$ cat src/rtl/cordic_arbiter.sv
// cordic_arbiter: shares one fixed-latency pipelined CORDIC between two
// AXI-Stream I/Q requesters. Round-robin admission with per-channel credits
// (output FIFO space minus in-flight samples) so a CORDIC result, which
// cannot be stalled, always has room in its channel's output FIFO.
// Optional build macro: CORDIC_ARB_STATS_EN adds saturating 16-bit
// accept/stall counters (stat_ch0_cnt, stat_ch1_cnt, stat_stall_cnt).

// First-word-fall-through FIFO; rdata reads 0 while empty.
module cordic_arb_fifo #(
  parameter int W     = 33,
  parameter int DEPTH = 32
) (
  input  logic                   clk,
  input  logic                   rst,
  input  logic                   push,
  input  logic [W-1:0]           wdata,
  input  logic                   pop,
  output logic [W-1:0]           rdata,
  output logic [$clog2(DEPTH):0] count
);
  localparam int AW = $clog2(DEPTH);
  localparam int CW = AW + 1;

  logic [W-1:0]  mem [DEPTH];
  logic [AW-1:0] wr_ptr, rd_ptr;
  logic          empty, full, do_push, do_pop;

  assign empty   = (count == '0);
  assign full    = (count == CW'(DEPTH));
  assign do_pop  = pop & ~empty;
  assign do_push = push & (~full | do_pop);
  assign rdata   = empty ? '0 : mem[rd_ptr];

  // Storage write; contents need no reset since rdata is masked when empty.
  always_ff @(posedge clk) begin
    if (do_push) mem[wr_ptr] <= wdata;
  end

  // Pointers and occupancy.
  always_ff @(posedge clk) begin
    if (rst) begin
      wr_ptr <= '0;
      rd_ptr <= '0;
      count  <= '0;
    end else begin
      if (do_push) wr_ptr <= wr_ptr + AW'(1);
      if (do_pop)  rd_ptr <= rd_ptr + AW'(1);
      case ({do_push, do_pop})
        2'b10:   count <= count + CW'(1);
        2'b01:   count <= count - CW'(1);
        default: ;
      endcase
    end
  end
endmodule

module cordic_arbiter #(
  parameter int DATA_W     = 32,
  parameter int CORDIC_LAT = 16,
  parameter int FIFO_DEPTH = 32
) (
  input  logic              s00_axis_aclk,
  input  logic              s00_axis_areset,
  input  logic              s00_axis_tvalid,
  output logic              s00_axis_tready,
  input  logic              s00_axis_tlast,
  input  logic [DATA_W-1:0] s00_axis_tdata,
  input  logic              s01_axis_tvalid,
  output logic              s01_axis_tready,
  input  logic              s01_axis_tlast,
  input  logic [DATA_W-1:0] s01_axis_tdata,
  output logic              cordic_in_tvalid,
  output logic [DATA_W-1:0] cordic_in_tdata,
  output logic              cordic_in_tlast,
  input  logic              cordic_out_tvalid,
  input  logic [DATA_W-1:0] cordic_out_tdata,
  input  logic              cordic_out_tlast,
  output logic              m00_axis_tvalid,
  input  logic              m00_axis_tready,
  output logic              m00_axis_tlast,
  output logic [DATA_W-1:0] m00_axis_tdata,
  output logic              m01_axis_tvalid,
  input  logic              m01_axis_tready,
  output logic              m01_axis_tlast,
  output logic [DATA_W-1:0] m01_axis_tdata,
  output logic              err_orphan
`ifdef CORDIC_ARB_STATS_EN
  ,
  output logic [15:0]       stat_ch0_cnt,
  output logic [15:0]       stat_ch1_cnt,
  output logic [15:0]       stat_stall_cnt
`endif
);
  localparam int CW = $clog2(FIFO_DEPTH) + 1;
  localparam int TW = $clog2(2 * FIFO_DEPTH) + 1;
  localparam int QW = $clog2(CORDIC_LAT + 2);
  localparam logic [CW:0] DEPTH_L = (CW+1)'(FIFO_DEPTH);

  logic clk, rst;
  assign clk = s00_axis_aclk;
  assign rst = s00_axis_areset;

  logic [1:0]             s_tvalid, s_tlast, elig, grant, ret_push, m_tready, m_tvalid;
  logic [1:0][DATA_W-1:0] s_tdata;
  logic [1:0][DATA_W:0]   m_word;
  logic [1:0][CW-1:0]     fifo_cnt, inflight;
  logic [1:0][CW:0]       used;
  logic                   last_gnt, sel, hs;
  logic [0:0]             tag;
  logic [TW-1:0]          tag_cnt;
  logic                   tag_empty, ret_ok, orphan;
  logic [QW-1:0]          quiet;

  assign s_tvalid = {s01_axis_tvalid, s00_axis_tvalid};
  assign s_tlast  = {s01_axis_tlast,  s00_axis_tlast};
  assign s_tdata  = {s01_axis_tdata,  s00_axis_tdata};
  assign m_tready = {m01_axis_tready, m00_axis_tready};

  // Per-channel credit check and output FIFO.
  for (genvar g = 0; g < 2; g++) begin : g_ch
    assign used[g]     = {1'b0, fifo_cnt[g]} + {1'b0, inflight[g]};
    assign elig[g]     = s_tvalid[g] & (used[g] < DEPTH_L);
    assign m_tvalid[g] = (fifo_cnt[g] != '0);

    cordic_arb_fifo #(.W(DATA_W + 1), .DEPTH(FIFO_DEPTH)) u_out_fifo (
      .clk   (clk),
      .rst   (rst),
      .push  (ret_push[g]),
      .wdata ({cordic_out_tlast, cordic_out_tdata}),
      .pop   (m_tready[g]),
      .rdata (m_word[g]),
      .count (fifo_cnt[g])
    );
  end

  assign m00_axis_tvalid = m_tvalid[0];
  assign m00_axis_tlast  = m_word[0][DATA_W];
  assign m00_axis_tdata  = m_word[0][DATA_W-1:0];
  assign m01_axis_tvalid = m_tvalid[1];
  assign m01_axis_tlast  = m_word[1][DATA_W];
  assign m01_axis_tdata  = m_word[1][DATA_W-1:0];

  // Round-robin grant: on contention, favour the channel not granted last.
  always_comb begin
    grant = 2'b00;
    if (!rst) begin
      case (elig)
        2'b01:   grant = 2'b01;
        2'b10:   grant = 2'b10;
        2'b11:   grant = last_gnt ? 2'b01 : 2'b10;
        default: grant = 2'b00;
      endcase
    end
  end

  assign s00_axis_tready = grant[0];
  assign s01_axis_tready = grant[1];
  assign hs  = |grant;
  assign sel = grant[1];

  // Last-granted pointer; reset value 1 makes ch0 win the first tie.
  always_ff @(posedge clk) begin
    if (rst)     last_gnt <= 1'b1;
    else if (hs) last_gnt <= sel;
  end

  // Issue register towards the CORDIC.
  always_ff @(posedge clk) begin
    if (rst) begin
      cordic_in_tvalid <= 1'b0;
      cordic_in_tdata  <= '0;
      cordic_in_tlast  <= 1'b0;
    end else begin
      cordic_in_tvalid <= hs;
      if (hs) begin
        cordic_in_tdata <= s_tdata[sel];
        cordic_in_tlast <= s_tlast[sel];
      end
    end
  end

  // Tag FIFO remembers the owner of each issued sample, in issue order.
  cordic_arb_fifo #(.W(1), .DEPTH(2 * FIFO_DEPTH)) u_tag_fifo (
    .clk   (clk),
    .rst   (rst),
    .push  (hs),
    .wdata (sel),
    .pop   (cordic_out_tvalid),
    .rdata (tag),
    .count (tag_cnt)
  );

  assign tag_empty = (tag_cnt == '0);
  assign ret_ok    = cordic_out_tvalid & ~tag_empty & ~rst;
  assign orphan    = cordic_out_tvalid & tag_empty;

  // Steer a returning result to the FIFO of its tagged channel.
  always_comb begin
    ret_push = 2'b00;
    if (ret_ok) ret_push[tag[0]] = 1'b1;
  end

  // In-flight counters: +1 on grant, -1 on return, both leaves it unchanged.
  always_ff @(posedge clk) begin
    if (rst) begin
      inflight <= '0;
    end else begin
      for (int c = 0; c < 2; c++) begin
        case ({grant[c], ret_push[c]})
          2'b10:   inflight[c] <= inflight[c] + CW'(1);
          2'b01:   inflight[c] <= inflight[c] - CW'(1);
          default: ;
        endcase
      end
    end
  end

  // Quiet window after reset: results issued before reset drain silently.
  always_ff @(posedge clk) begin
    if (rst)              quiet <= QW'(CORDIC_LAT + 1);
    else if (quiet != '0) quiet <= quiet - QW'(1);
  end

  // Sticky orphan flag.
  always_ff @(posedge clk) begin
    if (rst)                          err_orphan <= 1'b0;
    else if (orphan && quiet == '0)   err_orphan <= 1'b1;
  end

`ifdef CORDIC_ARB_STATS_EN
  logic stall;
  assign stall = |(s_tvalid & ~elig);

  // Saturating accept and credit-stall counters.
  always_ff @(posedge clk) begin
    if (rst) begin
      stat_ch0_cnt   <= '0;
      stat_ch1_cnt   <= '0;
      stat_stall_cnt <= '0;
    end else begin
      if (grant[0] && stat_ch0_cnt != 16'hFFFF)  stat_ch0_cnt   <= stat_ch0_cnt + 16'd1;
      if (grant[1] && stat_ch1_cnt != 16'hFFFF)  stat_ch1_cnt   <= stat_ch1_cnt + 16'd1;
      if (stall && stat_stall_cnt != 16'hFFFF)   stat_stall_cnt <= stat_stall_cnt + 16'd1;
    end
  end
`endif
endmodule

$ cat config.mk
export PLATFORM = sky130hd
export DESIGN_NAME = cordic_arbiter
export DESIGN_NICKNAME = d
export VERILOG_FILES = /design/src/rtl/cordic_arbiter.sv
export SDC_FILE = /design/constraint.sdc
export NUM_CORES = 2
export LEC_CHECK = 0
export BUFFER_PORTS_ARGS = -buffer_cell sky130_fd_sc_hd__buf_2
export CORE_MARGIN = 4
export CORE_UTILIZATION = 58
export DETAILED_ROUTE_END_ITERATION = 16
export PLACE_DENSITY = 0.75
export SYNTH_ARGS = -nofsm -noshare
export SYNTH_HDL_FRONTEND = slang
export SYNTH_SLANG_ARGS = --single-unit
$ cat constraint.sdc
create_clock -name s00_axis_aclk -period 4.4 [get_ports s00_axis_aclk]
set_clock_uncertainty 0.15 [all_clocks]
set_input_delay 0.22 -clock s00_axis_aclk [delete_from_list [all_inputs] [get_ports s00_axis_aclk]]
set_output_delay 0.22 -clock s00_axis_aclk [all_outputs]
set_load 0.1 [all_outputs]
==> reports/qor.yml <==
status:
  status: "complete, no violations"
place:
  placed_cells_incl_taps: 6224
  place.gp.congestion: 0.8042
  dp_hpwl_um: 109800
  post-place-ws_ns: 0.2725
  postPlaceCellArea_mm2: 0.09437
  port_buffers: 210
pwr:
  power_leakage_nw: 32.01
  pwr_density_cell_mw_per_mm2: 587.7
  total_power_w: 0.06012
  max-vdd-ir-drop_v: 0.001862
routing:
  vias: 44510
  drtPass1Iterations: 6
  ant_nets: 0
  wirelength_um: 217500
  drt_iter0_markers: 5708
  vias_per_cell: 6.623
  avgRoutedWirePerCell_um: 32.36
  drc: 0
grt:
  antenna_found_initial: 15
  grt_max_degree: 103
  overflow: 0
  grt_pass1_wl_um: 320300
  grt_pass1_vias: 46130
  grt.total_usage_pct: 27.39
job:
  cap_violations: 0
sta:
  fmax_mhz: 235.6
  finalSetupViolCount: 0
  slew_headroom_pct: 13.82
  rsz0062_at_grt: "no"
  fin_crit_sh_pct: 96.47
  hold_violations: 0
  setup_tns_ns: 0
  drv_slew: 0
  worstMarginPinSlew_ns: 1.293
  fin_ws_ns: 0.1555
  fin_crit_ns: 4.245
yosys:
  synth.top_cell.area_share_pct: 73.23
  synth_flop_cell: "edfxtp_1"
  async_reset_ff_share_pct: 0
  synthCells: 4036
  ys_seq_area_share_pct: 75.93
  yosys.area.top_type: "edfxtp_1"
  synth_area_mm2: 0.08922
  yosys_warnings: 0
  avgSynthCellArea_um2: 22.11
  ys_seq_elements: 2296
  synth_nets: 4193
  ys_types: 72
  synth_area_leaders: "edfxtp_1, mux4_2, dfxtp_1"
  synth_edf_count: 2176
clock_tree:
  cts_buffers: 215
  cts-root-buf: "clkbuf_16"
  clk_pin_slew_ns: 0.06
  clockBufferDepth: 3
  worst_skew_pair.late_latency_ns: 0.84
  cts_setup_buffers: 0
  numClockSinks: 2296
  htreeDepth: 4
  cts_tree: "built"
worst_setup_path:
  start_kind: "flip-flop"
  crit_fanout: 25
  critPathKind: "reg2out"
  crit_arrival_ns: 3.87
  required_ns: 4.03
  critical_path.endpoint_type: "primary output"
layout:
  mostFrequentLayoutCells: "edfxtp_1, mux4_2, nor2_1, clkbuf_16, buf_2"
  stdcell_area_mm2: 0.1023
  layout.cells.most_common: "edfxtp_1"
  ff_latch_area_mm2: 0.06778
  final_layout_size_suffix_gt1_share_pct: 30.93
  multiInputGateArea_mm2: 0.02079
  synthToLayoutAreaGrowth_pct: 14.64
  nFillCells: 9210
  stdcell_count: 6721
  final_nets: 4669
die:
  die-area_mm2: 0.1602
  rows: 143
  io_pins: 211
  core_mm2: 0.1524
  initial_utilization_pct: 58.53
  fp.dieH_um: 400.2
  die_w_um: 400.2
hold_path:
  hold_path_class: "in2reg"
[power by group]
| group | internal [W] | switching [W] | leakage [nW] |
|---|---|---|---|
| sequential | 0.0243 | 0.000351 | 20.6 |
| combinational | 0.00577 | 0.0114 | 8.10 |
| clock | 0.0104 | 0.00791 | 3.35 |
[layout make-up]
type,instances,share of cell area [%]
flip-flops and latches,2296,66.26
clock buffers,264,5.511
well taps,2030,2.483
repair buffers,469,4.054
diodes,3,0.007339
inverters,37,0.1358
clock inverters,129,1.220
multi-input cells,1493,20.33
[registers in the layout, summed over array words and instances (netlist names), named ones only]
| name | flops |
|---|---|
| cordic_in_tdata | 32 |
| cordic_in_tlast | 1 |
| cordic_in_tvalid | 1 |
| err_orphan | 1 |
| g_ch.u_out_fifo.count | 12 |
| g_ch.u_out_fifo.mem | 2112 |
| g_ch.u_out_fifo.rd_ptr | 10 |
| g_ch.u_out_fifo.wr_ptr | 10 |
| inflight | 12 |
| last_gnt | 1 |
| quiet | 5 |
| u_tag_fifo.count | 7 |
| u_tag_fifo.mem | 64 |
| u_tag_fifo.rd_ptr | 6 |
| u_tag_fifo.wr_ptr | 6 |
[logic make-up after synthesis]
kind of cell / synth area share (%)
AO/OA/AOI/OAI: 1.200
XOR/XNOR: 0.4123
adder cells (fa/ha/maj): 0.7572
buffers and inverters: 1.158
flip-flops: 75.93
multiplexers: 18.11
AND/OR/NAND/NOR: 2.432
[worst paths after layout]
kind	start	endpoint	slack [ns]	cells past startpoint
max	flip-flop	m01_axis_tdata[6]	0.16	6
min	cordic_out_tdata[28]	g_ch[1].u_out_fifo.mem[1][28]	0.01	1
max reg2reg	flip-flop	inflight[5]	0.32	16
min reg2reg	quiet[4]	quiet[4]	0.30	2
[cell usage after synthesis (all sizes together), types with 3 or more instances]
master,number
o21ai,19
a31oi,3
a311oi,23
o211a,3
or3,7
nand4,10
inv,36
dfxtp,120
nor3,11
nor2,274
a31o,3
nand2,89
nor2b,11
xor2,21
or2,3
a21o,14
nor4,5
a22oi,3
a211oi,6
mux2,3
mux2i,88
o211ai,4
nand3,22
mux4,676
o21bai,4
and2,3
and3,30
nand3b,4
a21oi,44
clkbuf,118
xnor2,21
nor3b,5
a222oi,7
fa,5
buf,92
ha,46
edfxtp,2176
[repair_timing]
action,4_1_cts,5_1_grt
setup endpoints to repair,0,5
hold buffers,101,0
endpoints found under the hold margin,754,0
resized for setup,0,7
[layer usage]
| metal | GRT usage, % | wire length (µm) |
|---|---|---|
| met1 | 37.21 | 78180 |
| met5 | 0 | 37 |
| met3 | 4.734 | 20060 |
| met2 | 46.15 | 112600 |
| met4 | 8.517 | 6609 |
[worst max-delay path, cell delays in order (launching register included)]
cell	delay, ns
dfxtp_4	0.55
buf_4	0.51
mux4_2	0.57
mux4_2	0.55
mux2i_1	0.42
nor2_1	0.09
buf_2	0.32
[through the flow]
step	hold WS (ns)	util (%)
after detailed placement	0.3006	61.91
after global placement	0.2837	61.91
final	0.01352	67.10
after CTS	0.0002945	67.09
after floorplan	0.1689	-
after global routing	0.05603	67.10
(Power assumes the default switching activity.)
